## src/rtl/imem_fetch_unit.sv

```systemverilog
// Instruction fetch front end: owns the PC, reads the combinational instruction
// memory and queues {pc, instr} in a 2-entry skid FIFO for decode.
module imem_fetch_unit #(
  parameter logic [31:0] RESET_PC   = 32'h0000_0000,
  parameter int          IMEM_BYTES = 64
) (
  input  logic        clk,
  input  logic        rst_n,
  input  logic        fetch_en,
  output logic [31:0] imem_addr,
  input  logic [31:0] imem_data,
  input  logic        redirect_valid,
  input  logic [31:0] redirect_pc,
  output logic        out_valid,
  input  logic        out_ready,
  output logic [31:0] out_pc,
  output logic [31:0] out_instr,
  output logic        fault,
  output logic [31:0] fault_pc
);

  typedef enum logic {
    RUN   = 1'b0,
    FAULT = 1'b1
  } state_t;

  localparam logic [32:0] LAST_LEGAL_PC = 33'(IMEM_BYTES) - 33'd4;

  state_t      state_q, state_d;
  logic [31:0] pc_q;
  logic [31:0] fifo_pc    [2];
  logic [31:0] fifo_instr [2];
  logic        wr_ptr, rd_ptr;
  logic [1:0]  count;

  logic legal, deq, enq, take_fault;

  // 33-bit compare so a PC near 2^32 cannot wrap into the legal window.
  assign legal     = (pc_q[1:0] == 2'b00) && ({1'b0, pc_q} <= LAST_LEGAL_PC);
  assign out_valid = (count != 2'd0);
  assign deq       = out_valid & out_ready;
  assign imem_addr = pc_q;
  assign out_pc    = fifo_pc[rd_ptr];
  assign out_instr = fifo_instr[rd_ptr];

  // NOTE: every signal written here gets a default first so no latch is inferred.
  always_comb begin
    state_d    = state_q;
    enq        = 1'b0;
    take_fault = 1'b0;
    if (redirect_valid) begin
      state_d = RUN;
    end else if (state_q == RUN && fetch_en) begin
      if (!legal) begin
        state_d    = FAULT;
        take_fault = 1'b1;
      end else if (count < 2'd2 || deq) begin
        enq = 1'b1;
      end
    end
  end

  // NOTE: state uses non-blocking assignments so every register samples pre-edge values.
  always_ff @(posedge clk) begin
    if (!rst_n) begin
      state_q  <= RUN;
      pc_q     <= RESET_PC;
      fault    <= 1'b0;
      fault_pc <= 32'd0;
      wr_ptr   <= 1'b0;
      rd_ptr   <= 1'b0;
      count    <= 2'd0;
    end else begin
      state_q <= state_d;
      if (redirect_valid) begin
        // A same-cycle dequeue is simply absorbed by the flush.
        pc_q   <= redirect_pc;
        fault  <= 1'b0;
        wr_ptr <= 1'b0;
        rd_ptr <= 1'b0;
        count  <= 2'd0;
      end else begin
        if (take_fault) begin
          fault    <= 1'b1;
          fault_pc <= pc_q;
        end
        if (enq) begin
          wr_ptr <= ~wr_ptr;
          pc_q   <= pc_q + 32'd4;
        end
        if (deq) rd_ptr <= ~rd_ptr;
        case ({enq, deq})
          2'b10:   count <= count + 2'd1;
          2'b01:   count <= count - 2'd1;
          default: count <= count;
        endcase
      end
    end
  end

  // NOTE: FIFO storage is reset so the head reads as zero after reset, not stale data.
  always_ff @(posedge clk) begin
    if (!rst_n) begin
      for (int i = 0; i < 2; i++) begin
        fifo_pc[i]    <= 32'd0;
        fifo_instr[i] <= 32'd0;
      end
    end else if (enq) begin
      fifo_pc[wr_ptr]    <= pc_q;
      fifo_instr[wr_ptr] <= imem_data;
    end
  end

endmodule

```

## config.mk

```make
export PLATFORM = sky130hd
export DESIGN_NAME = imem_fetch_unit
export DESIGN_NICKNAME = d
export VERILOG_FILES = /design/src/rtl/imem_fetch_unit.sv
export SDC_FILE = /design/constraint.sdc
export NUM_CORES = 1
export LEC_CHECK = 0
export CORE_MARGIN = 3
export CORE_UTILIZATION = 53
export CTS_CLUSTER_DIAMETER = 50
export CTS_CLUSTER_SIZE = 28
export DETAILED_ROUTE_END_ITERATION = 8
export PLACE_DENSITY = 0.85
export SLEW_MARGIN = 25
export SYNTH_ARGS = -nofsm -noshare
export SYNTH_HDL_FRONTEND = slang
export SYNTH_SLANG_ARGS = --single-unit
```

## constraint.sdc

```tcl
create_clock -name clk -period 24.1 [get_ports clk]
set_input_delay 6.025 -clock clk [delete_from_list [all_inputs] [get_ports clk]]
set_output_delay 6.025 -clock clk [all_outputs]
set_load 0.02 [all_outputs]
```

Yosys cells after proc, flatten, opt, wreduce, memory -nomap -nowiden
Memories as Yosys holds them, arrays and structs flattened. A register that Yosys moved wholly into a read port is not among the register bits.
Cells that the tools add are included.
- $add $sub $neg: 3
- magnitude comparators: 2
- eq/ne operators: 2
- multiplexer cells: 24
- bitwise gates (word level): 7
- reduce and logical (&&, ||, !) cells: 12
- operators by type and width (cell ; number):
    32-bit 2-to-1 mux ; 4
    32-bit OR reduction ; 2
    32-bit by 3-bit adder with 32-bit output, second input constant ; 1
    32-bit by 6-bit <= comparator with 1-bit output, second input constant ; 1
    1-bit 2-to-1 mux ; 19
    1-bit inverter ; 6
    2-bit nonzero test ; 3
    2-bit case mux with 2 select lines ; 1
    2-bit AND reduction ; 2
    2-bit by 1-bit adder with 2-bit output, second input constant ; 1
    2-bit by 1-bit == test with 1-bit output, second input constant ; 1
    2-bit == test, second input constant ; 1
    1-bit logical AND ; 2
    2-bit zero test ; 1
    2-bit < comparator, second input constant ; 1
    2-bit OR reduction ; 1
    2-bit by 1-bit subtractor with 2-bit output, second input constant ; 1
    1-bit AND ; 1
    1-bit logical OR ; 1
- register bits after elaboration: 70
- RAM bits: 128
- bits of input ports: 69
- output and inout bits: 130
- word-level logic and storage cells: 59
- memories: 2
- memories (memory ; words ; bits a word ; read ports ; clocked after memory_dff ; write ports ; RTL line ; source):
    fifo_instr ; 2 ; 32 ; 1 ; 1 ; 2 ; 32 ; logic [31:0] fifo_instr [2];
    fifo_pc ; 2 ; 32 ; 1 ; 1 ; 2 ; 31 ; logic [31:0] fifo_pc [2];

Longest topological paths before layout
- word-level depth: 12
- gate-level depth with buffers: 9
- mapped depth without buffers: 8

Worst setup path before layout
OpenSTA, ideal clock, no wires.
- path type: input to register
- from: input port fetch_en
- to: memory fifo_instr[0][0], enable pin
- setup time: 0.574 ns
- arrival time: 11.545 ns
- data required time: 23.526 ns
- slack: 11.980 ns
- cell stages on the path: 5
- path buffers: 1
- cells stage by stage: and2b_1 o21ai_0 or4_1 buf_4 o21ai_0
- RTL lines (what ; RTL line ; source):
    from (decl) ; 9 ; input logic fetch_en,
    to (decl) ; 32 ;

==> metrics.cfg <==
[setup_path]
end_kind = register
ff2ff_path_depth = 5
crit_end = fifo_instr[0][2]
worstPathRequired_ps = 24160
path_class = in2reg
rrSetupSlack_ps = 20220
cp-startpoint = fetch_en
slowest_stage = or4_2
cp.depth = 6
rr_endpoint = fifo_instr[0][2]
cpPeakStageDelay_ps = 1130
r2r-start = imem_addr[26]
cp.buffers_inverters = 2
cp_top_family = simple AND/OR/NAND/NOR gates
worstPathMaxFanout = 64
crit_chain = clkdlybuf4s50_1, and2b_1, o21ai_0, or4_2, o21ai_4, buf_4
arrival_ps = 9120
worst_setup_path_start_kind = primary input

[clock_tree]
cts.path.max_buffers = 2
cts_tree = built
cts_root_buf = clkbuf_16
cts_sinks = 199
cts_made_buffers = 17
cts_setup_buffers = 0
cts_resized = 0
htreeDepth = 4
clk_latency_ps = 430
clk_pin_slew_ps = 70
hold_buffers = 0

[floorplanning]
coreArea_mm2 = 0.0148
rows = 44
die_h_um = 130
boundaryPins = 199
start_util = 0.552
fp.dieW_um = 130
die_area_mm2 = 0.0169

[grt]
antenna_found_initial = 0
grt_max_degree = 77
grt_usage = 0.222
grt_pass1_wl_um = 29000
overflow = 0
grt_pass1_vias = 5734

[logic_synthesis]
async_flop_share = 0
synthFlopType = edfxtp_1
synth-edff-count = 128
syn_inst = 611
seq_area_frac_synth = 0.644
synth.distinct_cells = 46
avgSynthCellArea_um2 = 13.4
ys_ff_latch = 199
yosysWarnings = 0
syn-cell-area_mm2 = 0.00817

[power]
total_power_mw = 0.737
ir_worst_vdd_v = 0.0000450
powerDensity_mw_per_mm2 = 66.5
leakagePower_nw = 4.24

[final_layout]
layout-drive-gt1-share = 0.160
insertedDiodeCount = 0
nNetsFinal = 923
area_delta_synth_final_pct = 35.6
fin_area_mm2 = 0.0111
fin_cells = 1049

[routing]
routedWlPerCell_um = 17.2
wl_um = 18100
via_count = 5522
drtIter0Drc = 372
via_per_inst = 5.26
ant_nets = 0
drc = 0
drt_first_pass_iters = 4

[sta]
min_period_ps = 9070
tightest_slew_ps = 943
clock_skew_ps = 9.44
timing.hold.ws_ps = 464
slew_viol_final = 0
hold_violations = 0
tns_ps = 0
rsz0062_at_grt = false
max_slew_margin = 0.371
fin_crit_sh = 0.376
finalSetupViolations = 0
achievable-frequency_ghz = 0.110

[job]
cap_violations = 0

[placed_design]
placed_cell_area_mm2 = 0.0105
dp_hpwl_um = 12200
placedCellCount = 1017
gp_congestion = 0.847
portBuffers = 198

[outcome]
status = complete, no violations

[hold_path]
min_path_type = reg2reg
hold_path_startpoint = fault_pc[0]

synthesized netlist by cell type, drive strengths merged (3+ instances only):
cell,count,area (um2)
edfxtp,128,3840
nor3,37,280
nor2b,3,18.8
dfxtp,71,1420
nor2,6,22.5
buf,9,65.1
a22o,25,219
a21oi,5,25.0
mux2,64,721
nand4,3,18.8
and2,38,238
nor4,9,141
and3,3,18.8
nand3,4,25.0
mux2i,34,340
nand2,68,255
inv,40,150
o211ai,3,27.5
or4,3,22.5
clkbuf,28,109
o21ai,8,40.0
how the worst min path moves through the flow:
stage / depth (start not counted) / endpoint / slack [ps]
floorplan: 2 / state_q / 420
finish: 2 / fault_pc[0] / 460
global route: 2 / fault_pc[28] / 490
CTS: 2 / fault_pc[0] / 470
detailed placement: 2 / fault_pc[0] / 450
global placement: 2 / state_q / 430
state kept, by name (all words and copies together) (netlist names), named ones only:
register	cells
imem_addr	32
wr_ptr	1
count	2
fault_pc	32
fifo_pc	64
rd_ptr	1
fifo_instr	64
fault	1
state_q	1
cell families (layout without fill, tap and decap cells):
family,Yosys count,in the layout,share of synthesized area
AO/OA/AOI/OAI,50,50,0.0465
flip-flops,199,199,0.644
adder cells (fa/ha/maj),2,2,0.00306
other,1,56,0.000459
buffers and inverters,77,276,0.0396
XOR/XNOR,3,3,0.00322
AND/OR/NAND/NOR,181,181,0.133
multiplexers,98,98,0.130
per-stage QoR:
step	utilization	setup WS (ps)
5_1_grt	0.748	14860
6_report	0.748	15030
3_5_place_dp	0.709	14610
2_1_floorplan	-	11980
4_1_cts	0.748	15060
3_3_place_gp	0.709	14730
layer usage:
layer | up-vias | GRT usage | share of wire
met4 | 0 | 0.0825 | 0.020
met3 | 33 | 0.0819 | 0.095
li1 | 2609 | - | -
met1 | 2645 | 0.261 | 0.39
met2 | 235 | 0.372 | 0.50
met5 | - | 0 | 0
cells in the final DEF, fill, tap and decap left out, drive strengths merged, types with 7 or more instances in the layout:
cell | netlist | routed
nor4 | 9 | 9
nand2 | 68 | 68
and2 | 38 | 38
dfxtp | 71 | 71
inv | 40 | 43
edfxtp | 128 | 128
a22o | 25 | 25
o21ai | 8 | 8
mux2i | 34 | 34
clkbuf | 28 | 17
mux2 | 64 | 64
buf | 9 | 7
conb | 1 | 56
nor3 | 37 | 37
clkdlybuf4s50 | 0 | 197
layout make-up:
cell class	count	area, um2
flip-flops and latches	199	5270
fillers	947	3730
multi-input cells	390	2840
repair buffers	204	2020
clock buffers	17	425
well taps	184	230
inverters	40	150
clock inverters	15	149
where the power goes:
group	switching, mW	internal [mW]
clock network	0.128	0.145
registers	0.00888	0.378
logic	0.0399	0.0365
worst reg2reg max path, cell delays in order, from the launching register on:
cell and delay (ps):
dfxtp_1 360, nor4_2 330, nand4_1 520, or4_2 1290, o21ai_4 270, buf_4 660
(Power assumes the default switching activity.)
